==> config.mk <==
export PLATFORM = sky130hd
export DESIGN_NAME = cmp_led_sequencer
export DESIGN_NICKNAME = d
export VERILOG_FILES = /design/src/rtl/cmp_led_sequencer.sv
export SDC_FILE = /design/constraint.sdc
export NUM_CORES = 1
export LEC_CHECK = 0
export ABC_AREA = 1
export CORE_MARGIN = 1.5
export CORE_UTILIZATION = 51
export DETAILED_ROUTE_END_ITERATION = 12
export PLACE_DENSITY = 0.76
export SYNTH_ARGS = -nofsm -noshare
export SYNTH_HDL_FRONTEND = slang
export SYNTH_SLANG_ARGS = --single-unit
==> constraint.sdc <==
create_clock -name clk -period 2.2 [get_ports clk]
set_clock_uncertainty 0.05 [all_clocks]
set_input_delay 0.44 -clock clk [delete_from_list [all_inputs] [get_ports clk]]
set_output_delay 0.44 -clock clk [all_outputs]
set_load 0.01 [all_outputs]
==> src/rtl/cmp_led_sequencer.sv <==
// cmp_led_sequencer
//   Queues 2-bit operand pairs in a 4-entry FIFO and displays each comparison
//   result on an RGB indicator: red = a>b, green = a==b, blue = a<b.
//   Each result is held for HOLD_CYCLES cycles, followed by GAP_CYCLES blank
//   cycles before the next queued result is shown.
//
// Parameters
//   HOLD_CYCLES  cycles a result is shown (1..255)
//   GAP_CYCLES   blank cycles between consecutive results (1..255)
//
// Ports
//   clk         rising-edge clock
//   rst         synchronous active-high reset
//   in_valid    a/b pair is valid this cycle
//   a, b        unsigned operands
//   in_ready    FIFO has room; a pair is accepted when in_valid & in_ready
//   red/green/blue  result currently shown (all 0 when blank or idle)
//   busy        FSM not idle or FIFO non-empty
//   done_count  number of results shown so far, wraps at 256
module cmp_led_sequencer #(
  parameter int unsigned HOLD_CYCLES = 4,
  parameter int unsigned GAP_CYCLES  = 1
) (
  input  logic       clk,
  input  logic       rst,
  input  logic       in_valid,
  input  logic [1:0] a,
  input  logic [1:0] b,
  output logic       in_ready,
  output logic       red,
  output logic       green,
  output logic       blue,
  output logic       busy,
  output logic [7:0] done_count
);

  typedef enum logic [1:0] {IDLE, SHOW, GAP} state_t;

  localparam logic [7:0] HOLD_LOAD = 8'(HOLD_CYCLES);
  localparam logic [7:0] GAP_LOAD  = 8'(GAP_CYCLES);

  state_t     state, state_next;
  logic [7:0] cnt, cnt_next;
  logic [2:0] rgb, rgb_next;

  logic [3:0] mem [4];
  logic [1:0] wr_ptr, rd_ptr;
  logic [2:0] count;
  logic       push, pop;
  logic [1:0] head_a, head_b;

  // Readiness depends only on stored occupancy, so a full FIFO refuses a
  // push even on an edge that also pops.
  assign in_ready = (count < 3'd4);
  assign push     = in_valid & in_ready;
  assign {head_a, head_b} = mem[rd_ptr];

  assign {red, green, blue} = rgb;
  assign busy = (state != IDLE) || (count != 3'd0);

  // cnt counts down the remaining cycles of the current state; the state is
  // left on the edge where cnt reads 1.
  always_comb begin
    state_next = state;
    cnt_next   = cnt;
    rgb_next   = rgb;
    pop        = 1'b0;
    case (state)
      IDLE: begin
        if (count != 3'd0) begin
          pop        = 1'b1;
          state_next = SHOW;
          cnt_next   = HOLD_LOAD;
          rgb_next   = {head_a > head_b, head_a == head_b, head_a < head_b};
        end
      end
      SHOW: begin
        if (cnt == 8'd1) begin
          state_next = GAP;
          cnt_next   = GAP_LOAD;
          rgb_next   = '0;
        end else begin
          cnt_next = cnt - 8'd1;
        end
      end
      GAP: begin
        if (cnt == 8'd1) begin
          if (count != 3'd0) begin
            pop        = 1'b1;
            state_next = SHOW;
            cnt_next   = HOLD_LOAD;
            rgb_next   = {head_a > head_b, head_a == head_b, head_a < head_b};
          end else begin
            state_next = IDLE;
            cnt_next   = '0;
          end
        end else begin
          cnt_next = cnt - 8'd1;
        end
      end
      default: begin
        state_next = IDLE;
        cnt_next   = '0;
        rgb_next   = '0;
      end
    endcase
  end

  // Storage needs no reset: occupancy alone decides which entries are live.
  always_ff @(posedge clk) begin
    if (push) begin
      mem[wr_ptr] <= {a, b};
    end
  end

  always_ff @(posedge clk) begin
    if (rst) begin
      state      <= IDLE;
      cnt        <= '0;
      rgb        <= '0;
      wr_ptr     <= '0;
      rd_ptr     <= '0;
      count      <= '0;
      done_count <= '0;
    end else begin
      state <= state_next;
      cnt   <= cnt_next;
      rgb   <= rgb_next;
      if (push) begin
        wr_ptr <= wr_ptr + 2'd1;
      end
      if (pop) begin
        rd_ptr     <= rd_ptr + 2'd1;
        done_count <= done_count + 8'd1;
      end
      case ({push, pop})
        2'b10:   count <= count + 3'd1;
        2'b01:   count <= count - 3'd1;
        default: count <= count;
      endcase
    end
  end

endmodule

== Word-level counts from Yosys, hierarchy flattened ==
Memory sizes are Yosys's and may differ from the RTL's. A register that Yosys moved wholly into a read port is not among the register bits.
Cells that the tools add are included.
Storage, ports and cells
  register bits after elaboration: 28
  output and inout port bits: 13
  bits of input ports: 7
  bits in writable memories: 16
  memories: 1
  logic and storage cells: 56
Operators by class
  reductions and logical operators: 7
  bitwise gates (word level): 1
  add/subtract/negate cells: 6
  multiplexer cells: 22
  equal/unequal tests: 9
  magnitude comparators: 3
Memory list
  mem: depth 4, width 4, read ports 1, clocked after Yosys merged registers in 1, write ports 1, line 46  | logic [3:0] mem [4];
Operator list (number)
  $mux W8: 3
  $pmux W8 S3: 1
  $mux W3: 4
  $mux W2: 5
  $pmux W3 S3: 1
  $add A8 B1 Y8 const B: 1
  $eq A8 B1 Y1 const B: 1
  $sub A8 B1 Y8 const B: 1
  $ne A2 B2 Y1 const B: 3
  $pmux W2 S3: 1
  $pmux W3 S2: 1
  $mux W1: 5
  $add A2 B1 Y2 const B: 2
  $eq A2 B1 Y1 const B: 2
  $eq A2 B2 Y1 const B: 2
  $reduce_bool A2 Y1: 2
  $add A3 B1 Y3 const B: 1
  $lt A3 B3 Y1 const B: 1
  $reduce_and A3 Y1: 1
  $reduce_bool A3 Y1: 1
  $sub A3 B1 Y3 const B: 1
  $eq A2 B2 Y1: 1
  $gt A2 B2 Y1: 1
  $logic_not A2 Y1: 1
  other kinds (5): 5

== Logic depth before layout (Yosys ltp) ==
  depth in word-level cells: 6
  gate-level depth with buffers: 14
  gate-level depth less buffers: 13

== Worst setup path before layout ==
Ideal clock, no wire load.
  path type: reg2reg
  start: register cnt[0]
  end: register count[2]
  arrival: 2.093 ns
  path buffers: 1
  library setup time: 0.122 ns
  slack: -0.065 ns
  cell stages (with the launch flop): 14
  required time: 2.028 ns
  period minus slack after synthesis: 2.265 ns
  cells stage by stage: dfxtp_1 > ha_1 > nand3_2 > nor2_8 > nand2_4 > nand2_8 > buf_12 > ha_1 > inv_1 > fa_1 > a21oi_1 > o21ai_0 > o21ai_0 > a21oi_1
Between the ends
  cells in the longest elaborated chain, start to end: 5
  elaborated cells on any way between the ends: 7
  those cells by class: 3 x eq/ne; 3 x mux; 1 x reduce/logical
RTL lines
  from (decl): line 43  | logic [7:0] cnt, cnt_next;
  from (signal assigned): line 127  | cnt <= cnt_next;
  $eq A8 B1 Y1 *: line 87  | if (cnt == 8'd1) begin
  $mux W1 *: line 87
  $pmux W1 S2 *: line 68  | case (state)
  named net pop: line 49  | logic push, pop;
  $eq A2 B1 Y1 or $eq A2 B2 Y1 (tied branches): line 136  | case ({push, pop})
  $pmux W3 S2 or $reduce_bool A2 Y1 (tied branches)
  to (signal assigned): line 137  | 2'b10: count <= count + 3'd1;
  to (signal assigned): line 138  | 2'b01: count <= count - 3'd1;
  to (signal assigned): line 139  | default: count <= count;
  to (decl): line 48  | logic [2:0] count;
The timed path passes the listed nets; every way through them passes the cells marked *.
A chain may end at the register's enable or synchronous reset.

== Worst setup path in the final report ==
  start: register cnt[0]
  end: register count[2]
Between the ends
  cells in the longest elaborated chain, start to end: 5
  elaborated cells on any way between the ends: 7
  those cells by class: 3 x eq/ne; 3 x mux; 1 x reduce/logical
RTL lines (line)
  $eq A8 B1 Y1 *: 87
  $mux W1 *: 87
  $pmux W1 S2 *: 68
  $eq A2 B1 Y1 or $eq A2 B2 Y1 (tied branches): 136
  $pmux W3 S2 or $reduce_bool A2 Y1 (tied branches)
Mark *: on every way between the ends. The rest lies on a longest branch, timed or not.

==> reports/qor.yml <==
floorplanning:
  die_h_microns: 69.5
  dieArea_sq_um: 4840
  start_util_pct: 52.6
  pin_count: 20
  fp-row-count: 24
  core_area_sq_um: 4290
  die_width_microns: 69.5
global_route:
  antenna_found_initial: 0
  overflow: 0
  grt_max_degree: 19
  grt_pass1_vias: 1625
  grt_usage_pct: 17.9
  grt_pass1_wl_microns: 6950
logic_synthesis:
  syn-num-nets: 278
  yosysUniqueCellTypes: 33
  synthMostInstantiatedCell: "nand2_1"
  ys_ff_latch: 46
  ys_warn_count: 0
  yosys.area.top_type_share_pct: 26.6
  synthFlopType: "dfxtp_1"
  synthCells: 260
  synthArstFlopShare_pct: 0
  netlist_top_cells_count: "nand2_1, dfxtp_1, inv_1, nor2_1, a21oi_1"
  yosysSeqAreaShare_pct: 47.9
  synth_edf_count: 16
  synth_area_sq_um: 2260
  synth_area_leaders: "dfxtp_1, edfxtp_1, nand2_1"
  syn_area_per_cell_sq_um: 8.69
  yosys.area.top_type: "dfxtp_1"
placed_design:
  gp_congestion: 0.776
  dp.cells: 332
  io_buffers: 19
  dp_hpwl_microns: 2850
setup_path:
  crit_fanout: 5
  path_class: "reg -> reg"
  critPathRequiredTime_ps: 2340
  cpPeakStageDelay_ps: 390
  startpoint_type: "flip-flop"
  worstSetupEndpointType: "flip-flop"
  arrival_ps: 2190
  cpMostUsedCell: "o21ai_1"
  path_cells: "ha_4 -> nand3_4 -> nor2_8 -> nand2_4 -> nand2_8 -> ha_1 -> inv_1 -> fa_2 -> a21oi_2 -> o21ai_1 -> o21ai_1 -> a21oi_1"
  critPathSlowestCell: "dfxtp_2"
pwr:
  power_w: 0.00351
  seq_power_share_pct: 35.9
  p_sw_w: 0.00150
  p_comb_share_pct: 49.8
  power.leakage_nw: 1.08
  sw_frac_of_total_pct: 42.7
  internal_power_w: 0.00201
  p_clk_share_pct: 14.3
  power_density_nw_per_um2: 1330
  ir_drop_uv: 724
sta:
  period_share_pct: 93.3
  relSlewSlack_pct: 70.4
  setup_viol: 0
  worst_pin_slew_ps: 443
  fin_setup_tns_ps: 0
  finalMaxSlewViolations: 0
  rsz0062_at_grt: "yes"
  finalHoldViolations: 0
  fin_crit_ps: 2050
  fmax_ghz: 0.487
flow_run:
  max-cap-violations: 0
final_layout:
  layout-drive-gt1-share_pct: 16.6
  nets: 306
  utilization_pct: 61.5
  syn_to_final_growth_pct: 16.9
  stdcell_count: 341
  antenna_cells: 0
route:
  via_per_inst: 5.00
  dr_total_vias: 1705
  routed_wirelength_microns: 3950
  wire_per_inst_microns: 11.6
  antenna_left: 0
  first_pass_iters: 4
  drc: 0
  drtIter0Drc: 84
clock_tree:
  clk_latency_ps: 300
  htreeDepth: 2
  cts_hold_buffers: 0
  cts.clk_slew.worst_paths_ps: 80
  clockBufferDepth: 2
  cts-root-buf: "clkbuf_8"
  numCtsBuffers: 5
  clkSinkCount: 46
  cts_tree: "yes"
status:
  run_status: "finished clean"
hold_path:
  holdCritPathClass: "reg -> reg"
[worst paths after layout]
path / from / end / slack [ps] / cells after the start
worst max register to register: cnt[0]$_SDFFE_PP0N_ / count[2]$_SDFFE_PP0P_ / 150 / 12
worst max-delay path: cnt[0]$_SDFFE_PP0N_ / count[2]$_SDFFE_PP0P_ / 150 / 12
worst min-delay path: count[0]$_SDFFE_PP0P_ / count[0]$_SDFFE_PP0P_ / 420 / 1
worst min register to register: count[0]$_SDFFE_PP0P_ / count[0]$_SDFFE_PP0P_ / 420 / 1
[area by class of cell]
class | instances | area [sq um]
multi-input combinational | 172 | 1030
sequential | 46 | 1080
tap | 52 | 65.1
clock buffer | 6 | 72.6
fill | 378 | 1650
timing repair buffer | 25 | 238
clock inverter | 2 | 12.5
inverter | 38 | 143
[cells in the final DEF (no fill, tap or decap), types with 2 or more instances in the layout]
| cell | count |
|---|---|
| nor3_1 | 3 |
| edfxtp_1 | 16 |
| nand2_1 | 44 |
| nand3_1 | 15 |
| a32o_1 | 2 |
| dfxtp_1 | 29 |
| inv_2 | 8 |
| nand3_4 | 2 |
| xor2_1 | 5 |
| o22ai_1 | 2 |
| buf_4 | 6 |
| inv_1 | 28 |
| clkinv_1 | 3 |
| a21oi_1 | 16 |
| a21oi_2 | 8 |
| clkdlybuf4s50_1 | 18 |
| nor2_1 | 29 |
| nand2_2 | 5 |
| clkbuf_8 | 5 |
| nor2_2 | 6 |
| o21ai_1 | 5 |
| o21ai_0 | 11 |
| ha_1 | 9 |
[kinds of logic after synthesis]
| group | count (synthesis) | share of synthesized area [%] |
|---|---|---|
| and+or+nand+nor | 110 | 23.8 |
| DFF | 46 | 47.9 |
| AOI/OAI and AO/OA | 45 | 11.8 |
| buffers and inverters | 42 | 7.81 |
| adders and majority gates | 11 | 6.43 |
| xor gates and xnor gates | 6 | 2.33 |
[what timing repair did]
| action | 4_1_cts | 5_1_grt |
|---|---|---|
| pin swaps | 1 | 0 |
| gates resized for setup | 1 | 5 |
| setup buffers | 1 | 0 |
| setup endpoints to repair | 1 | 2 |
[per-stage QoR]
stage / cell area [sq um] / hold slack (ps) / setup slack [ps]
2_1_floorplan: 2270 / 392 / 0.310
3_3_place_gp: 2530 / 405 / 104
3_5_place_dp: 2530 / 407 / -24.7
4_1_cts: 2620 / 420 / 3.43
5_1_grt: 2640 / 470 / -2.88
6_report: 2640 / 423 / 148
[flip-flops by register name, summed over array words and instances, names as in the netlist, named ones only]
signal / flops
rd_ptr: 2
done_count: 8
state: 2
cnt: 8
mem: 16
rgb: 3
wr_ptr: 2
count: 3
[power by group through the flow]
stage                     clock network (W)  logic, W  registers [W]
final                              0.000500   0.00175        0.00126
after global routing               0.000548   0.00199        0.00129
after CTS                          0.000523   0.00174        0.00125
after detailed placement                  0   0.00172        0.00127
after global placement                    0   0.00166        0.00126
after floorplan                           0   0.00135        0.00125
[metal layers]
layer	global-route usage, %	wire length, microns
met1	22.6	1870
met4	6.54	73
met5	0	0
met2	30.0	1870
met3	4.36	134
[critical path, delay by kind of cell (launching register included)]
kind	cells	cell delay [ps]
AO/OA/AOI/OAI	4	410
adder cells (fa/ha/maj)	3	650
buffers and inverters	1	70
flip-flops	1	390
AND/OR/NAND/NOR	4	370
No activity file was read; power rests on OpenSTA's default activity.
